$ cat src/rtl/oam_dma_ctrl.sv
// -----------------------------------------------------------------------------
// oam_dma_ctrl
//   Sprite DMA sequencer on the CPU memory bus. A CPU write to DMA_REG_ADDR
//   halts the CPU and copies XFER_LEN bytes from page {cpu_wdata, 8'h00} to the
//   PPU OAM data port at OAM_DATA_ADDR, one read/write pair per byte. The block
//   sits between the CPU core and the CPU-side address mapper. It owns the
//   mapper's addr/WE/wdata while a transfer is running. Otherwise it passes
//   the CPU through unchanged.
//
// Parameters
//   DMA_REG_ADDR   CPU address that triggers a transfer (write only)
//   OAM_DATA_ADDR  destination address, written once per byte
//   XFER_LEN       bytes per transfer, legal range 1..256
//
// Ports
//   clk         in   1   system clock, single domain
//   reset       in   1   synchronous, active-high reset
//   cpu_addr    in   16  CPU address
//   cpu_wdata   in   8   CPU write data
//   cpu_WE      in   1   CPU write enable
//   bus_rdata   in   8   mapper read data, combinational from bus_addr
//   bus_addr    out  16  address to mapper
//   bus_wdata   out  8   write data to mapper
//   bus_WE      out  1   write enable to mapper
//   cpu_rdy     out  1   1 = CPU may advance, 0 = CPU halted
//   dma_active  out  1   1 while the controller owns the bus
// -----------------------------------------------------------------------------
module oam_dma_ctrl #(
  parameter logic [15:0] DMA_REG_ADDR  = 16'h4014,
  parameter logic [15:0] OAM_DATA_ADDR = 16'h2004,
  parameter int          XFER_LEN      = 256
) (
  input  logic        clk,
  input  logic        reset,
  input  logic [15:0] cpu_addr,
  input  logic [7:0]  cpu_wdata,
  input  logic        cpu_WE,
  input  logic [7:0]  bus_rdata,
  output logic [15:0] bus_addr,
  output logic [7:0]  bus_wdata,
  output logic        bus_WE,
  output logic        cpu_rdy,
  output logic        dma_active
);

  // Index of the final byte. The counter is 9 bits so that XFER_LEN=256 fits
  // without the compare wrapping to zero.
  localparam logic [8:0] LAST_IDX = 9'(XFER_LEN - 1);

  typedef enum logic [2:0] {
    ST_IDLE  = 3'd0,
    ST_HALT  = 3'd1,
    ST_ALIGN = 3'd2,
    ST_READ  = 3'd3,
    ST_WRITE = 3'd4
  } state_t;

  state_t      state_r;
  logic [7:0]  page_r;
  logic [8:0]  byte_cnt_r;
  logic [7:0]  data_latch_r;
  logic        parity_r;
  logic        trigger_s;

  // A trigger is honoured only from IDLE. Writes to the DMA register during a
  // transfer are ignored, so they cannot restart the transfer or move the page.
  assign trigger_s = (state_r == ST_IDLE) && cpu_WE && (cpu_addr == DMA_REG_ADDR);

  // Sequencer state, source page, byte counter, read latch and the cycle-parity flop.
  always_ff @(posedge clk) begin
    if (reset) begin
      state_r      <= ST_IDLE;
      page_r       <= 8'h00;
      byte_cnt_r   <= 9'd0;
      data_latch_r <= 8'h00;
      parity_r     <= 1'b0;
    end else begin
      // Free-running parity decides whether an extra alignment cycle is
      // needed so that the read/write pairs land on a fixed cycle phase.
      parity_r <= ~parity_r;
      case (state_r)
        ST_IDLE: begin
          if (trigger_s) begin
            page_r     <= cpu_wdata;
            byte_cnt_r <= 9'd0;
            state_r    <= ST_HALT;
          end else begin
            state_r    <= ST_IDLE;
          end
        end
        ST_HALT: begin
          if (parity_r) begin
            state_r <= ST_ALIGN;
          end else begin
            state_r <= ST_READ;
          end
        end
        ST_ALIGN: begin
          state_r <= ST_READ;
        end
        ST_READ: begin
          data_latch_r <= bus_rdata;
          state_r      <= ST_WRITE;
        end
        ST_WRITE: begin
          if (byte_cnt_r == LAST_IDX) begin
            state_r    <= ST_IDLE;
          end else begin
            byte_cnt_r <= byte_cnt_r + 9'd1;
            state_r    <= ST_READ;
          end
        end
        default: begin
          state_r <= ST_IDLE;
        end
      endcase
    end
  end

  // Bus steering and CPU halt, decoded directly from state. Outside IDLE, CPU
  // write data and write enables never reach the mapper.
  always_comb begin
    bus_addr   = cpu_addr;
    bus_wdata  = cpu_wdata;
    bus_WE     = cpu_WE;
    cpu_rdy    = 1'b1;
    dma_active = 1'b0;
    case (state_r)
      ST_IDLE: begin
        bus_addr   = cpu_addr;
        bus_wdata  = cpu_wdata;
        bus_WE     = cpu_WE;
        cpu_rdy    = 1'b1;
        dma_active = 1'b0;
      end
      ST_HALT, ST_ALIGN: begin
        bus_addr   = cpu_addr;
        bus_wdata  = data_latch_r;
        bus_WE     = 1'b0;
        cpu_rdy    = 1'b0;
        dma_active = 1'b1;
      end
      ST_READ: begin
        // Only the low byte walks, so the source never carries into page+1.
        bus_addr   = {page_r, byte_cnt_r[7:0]};
        bus_wdata  = data_latch_r;
        bus_WE     = 1'b0;
        cpu_rdy    = 1'b0;
        dma_active = 1'b1;
      end
      ST_WRITE: begin
        bus_addr   = OAM_DATA_ADDR;
        bus_wdata  = data_latch_r;
        bus_WE     = 1'b1;
        cpu_rdy    = 1'b0;
        dma_active = 1'b1;
      end
      default: begin
        bus_addr   = cpu_addr;
        bus_wdata  = cpu_wdata;
        bus_WE     = 1'b0;
        cpu_rdy    = 1'b1;
        dma_active = 1'b0;
      end
    endcase
  end

endmodule

$ cat config.mk
export PLATFORM = sky130hd
export DESIGN_NAME = oam_dma_ctrl
export DESIGN_NICKNAME = d
export VERILOG_FILES = /design/src/rtl/oam_dma_ctrl.sv
export SDC_FILE = /design/constraint.sdc
export NUM_CORES = 1
export LEC_CHECK = 0
export BUFFER_PORTS_ARGS = -buffer_cell sky130_fd_sc_hd__buf_2
export CAP_MARGIN = 20
export CORE_MARGIN = 4
export CORE_UTILIZATION = 40
export CTS_CLUSTER_SIZE = 10
export DETAILED_ROUTE_END_ITERATION = 6
export MAX_ROUTING_LAYER = met4
export PLACE_DENSITY = 0.67
export SKIP_CTS_REPAIR_TIMING = 1
export SYNTH_ARGS = -nofsm -noshare
export SYNTH_HDL_FRONTEND = slang
export SYNTH_SLANG_ARGS = --single-unit
$ cat constraint.sdc
create_clock -name clk -period 3 [get_ports clk]
set_input_delay 0.6 -clock clk [delete_from_list [all_inputs] [get_ports clk]]
set_output_delay 0.6 -clock clk [all_outputs]
set_load 0.02 [all_outputs]
==> run summary <==
• r2r setup slk: 0.53 ns
• #FFs+latches synth: 29
• skew final: 0.00570 ns
• share of the cycle needed by the critical path after routing: 91.5%
• async set-or-reset flop fraction in the synthesized netlist: 0%
• worst hold path class: reg -> reg
• Data required, critical path: 2.40 ns
• largest net degree at the start of global routing: 31
• most numerous cell types in the synthesized netlist: sky130_fd_sc_hd__dfxtp_1, sky130_fd_sc_hd__a21oi_1, sky130_fd_sc_hd__nand2_1
• number of endpoints failing setup at the final stage: 0
• clock buffer depth: 2
• number of cells produced by synthesis: 186
• Antenna Diode Count: 0
• initial antenna violation count: 0
• final critical-path required period: 2.74 ns
• Setup crit start kind: register
• maximum fanout encountered on the critical timing path: 25
• number of standard cells in the layout, taps in and fillers out: 293
• count of flip-flops with a built-in enable after synthesis: 0
• Post-DRT Antenna Nets: 0
• routed len/inst: 15.3 um
• Mapped Avg Cell Area: 8.84 um^2
• top cell type's share of synthesized area: 35.3%
• Synth warnings: 0
• post-synth net total: 223
• critical path startpoint: state_r[2]$_SDFF_PP0_
• Synth Flop Type: sky130_fd_sc_hd__dfxtp_1
• end of the worst register-to-register path: byte_cnt_r[3]$_SDFFE_PP0P_
• result of the run: complete, no violations
• normalized max-slew margin: 58.5%
• fin nets: 279
• number of levels the H-tree was split into: 2
• Detailed Route WL: 4480 um
• clock network latency to the later pin of the worst-skew pair: 0.29 ns
• remaining routing DRC violations: 0
• Routed met1 length: 2100 um
• VDD IR-drop max: 0.220 mV
• global-route congestion overflow total: 0
• CP Capture Point: bus_addr[8]
• setup total negative slack: 0 ns
• synth unique cells: 42
• clock tree from TritonCTS: built
• std cell rows: 23
• amount of wire on met3 after detailed routing: 385 um
• final estimated routing congestion in global placement: 0.844
• power per standard cell area: 448 nW/um^2
• post-synthesis cell area: 1640 um^2
• DRT Pass-1 Iters: 4
• most numerous cell in the Yosys netlist: sky130_fd_sc_hd__dfxtp_1
• actual transition at the worst max-transition pin: 0.621 ns
• start-to-end type of the worst setup path: reg -> out
• sequential share of the synthesized area: 35.3%
• number of buffers created by CTS: 5
• Max-Cap Viols: 0
• count of endpoints failing hold in the final timing report: 0
• Final Slew Violations: 0
• number of global-route vias before repair: 1604
• total leakage power: 0.826 nW
• starting density of the core: 41.1%
• share of final-layout standard cells stronger than drive strength 1: 37.0%
• All-Layer GR Usage: 19.2%
• Register-to-Register Path Depth: 8
• Core Box Area: 4000 um^2
• cell type with the highest aggregate area in the netlist: sky130_fd_sc_hd__dfxtp_1
• Iter 0 DRT Violations: 90
• count of clock tree sinks: 29
• met2 wirelength from detailed routing: 1930 um
• Die Ht: 72.1 um
• area of the die: 5200 um^2
• number of vias per cell: 5.41
• kind of end point of the critical path: output port
• root buffer cell: sky130_fd_sc_hd__clkbuf_8
• CTS clock-pin slew for the worst setup and hold paths: 0.06 ns
• count of buffers inserted at the top-level ports: 61
• maximum clock frequency: 0.364 GHz
• Via Count: 1585
• number of filler cells placed in the layout: 414
• DP HPWL: 3270 um
• leading cell types by total area after synthesis: sky130_fd_sc_hd__dfxtp_1, sky130_fd_sc_hd__a21oi_1, sky130_fd_sc_hd__a22o_1
• x dimension of the die: 72.1 um
• startpoint of the lowest-slack register-to-register path: byte_cnt_r[0]$_SDFFE_PP0P_
• global-route wire length before repair: 7630 um
• Placed Instances: 285
• RSZ-0062 raised after global routing: false
• data arrival time of the critical path: 2.14 ns
• Boundary Pins: 62
• synthesis-to-layout area growth: 25.5%
• highest routed layer: met4
[flip-flops by register name, indices dropped and copies added (netlist names)]
name and cells:
parity_r 1, state_r 3, byte_cnt_r 9, data_latch_r 8, page_r 8
[report_power, final]
part | switching (mW) | total (mW) | internal, mW | leakage (nW)
clock network | 0.158 | 0.428 | 0.270 | 0.0574
registers | 0.000911 | 0.387 | 0.386 | 0.234
logic | 0.0621 | 0.109 | 0.0465 | 0.535
[worst max-delay path: stages, from the launching register on]
cell                       delay [ns]
sky130_fd_sc_hd__dfxtp_1         0.46
sky130_fd_sc_hd__nand2b_1        0.29
sky130_fd_sc_hd__nor2_4          0.51
sky130_fd_sc_hd__nor2_4          0.19
sky130_fd_sc_hd__a22o_1          0.24
sky130_fd_sc_hd__buf_2           0.16
[final cells by class]
type | count | area, um^2 | share of cell area [%]
multi-input combinational | 142 | 983 | 47.7
sequential | 29 | 581 | 28.1
timing repair buffer | 61 | 305 | 14.8
clock buffer | 6 | 82.6 | 4.00
tap | 50 | 62.6 | 3.03
clock inverter | 2 | 37.5 | 1.82
inverter | 3 | 11.3 | 0.546
[cell usage in the layout (no fill, tap or decap), drive strengths merged]
cell type / instances
a211oi: 3
a21oi: 25
a22o: 14
a311oi: 3
a31o: 1
a41oi: 2
and2: 1
and3: 4
and4b: 1
buf: 61
bufinv: 1
clkbuf: 6
clkinvlp: 1
dfxtp: 29
ha: 2
inv: 3
mux2: 8
nand2: 25
nand2b: 3
nand3: 12
nand3b: 1
nand4b: 1
nor2: 8
nor3: 1
nor4: 1
nor4b: 4
o211ai: 2
o21a: 4
o21ai: 12
or2: 1
or3: 1
or3b: 1
xnor2: 1
[cells by family (layout without fill, tap and decap cells)]
group | count (synthesis) | after routing | share of synthesized area (%)
AO/OA/AOI/OAI | 66 | 66 | 27.1
AND/OR/NAND/NOR | 65 | 65 | 23.7
flip-flops | 29 | 29 | 35.3
buffers and inverters | 15 | 72 | 5.17
multiplexers | 8 | 8 | 5.48
adder cells (fa/ha/maj) | 2 | 2 | 1.52
XOR/XNOR | 1 | 1 | 1.67
[worst min path at each step]
stage                              startpoint                  end  slack, ns  cells past startpoint
final                     parity_r$_SDFF_PP0_  parity_r$_SDFF_PP0_       0.41                      1
after global routing      parity_r$_SDFF_PP0_  parity_r$_SDFF_PP0_       0.43                      1
after CTS                 parity_r$_SDFF_PP0_  parity_r$_SDFF_PP0_       0.42                      1
after detailed placement  parity_r$_SDFF_PP0_  parity_r$_SDFF_PP0_       0.40                      1
after global placement    parity_r$_SDFF_PP0_  parity_r$_SDFF_PP0_       0.41                      1
after floorplan           parity_r$_SDFF_PP0_  parity_r$_SDFF_PP0_       0.39                      1
[per-layer routing]
metal	vias to the layer above	track usage, %
met4	0	6.89
met2	58	28.1
li1	800	-
met3	7	6.09
met5	-	-
met1	720	24.9
[stage by stage]
stage	power, mW	utilization (%)	hold slack, ns	area, um^2	worst slack, ns
finish	0.923	51.6	0.412	2060	0.255
global route	0.958	51.6	0.430	2060	0.118
CTS	0.933	51.5	0.415	2060	0.110
detailed placement	0.504	48.5	0.404	1940	0.432
global placement	0.505	48.5	0.408	1940	0.498
floorplan	0.452	-	0.387	1640	0.831
Power figures use the tool's default switching activity.
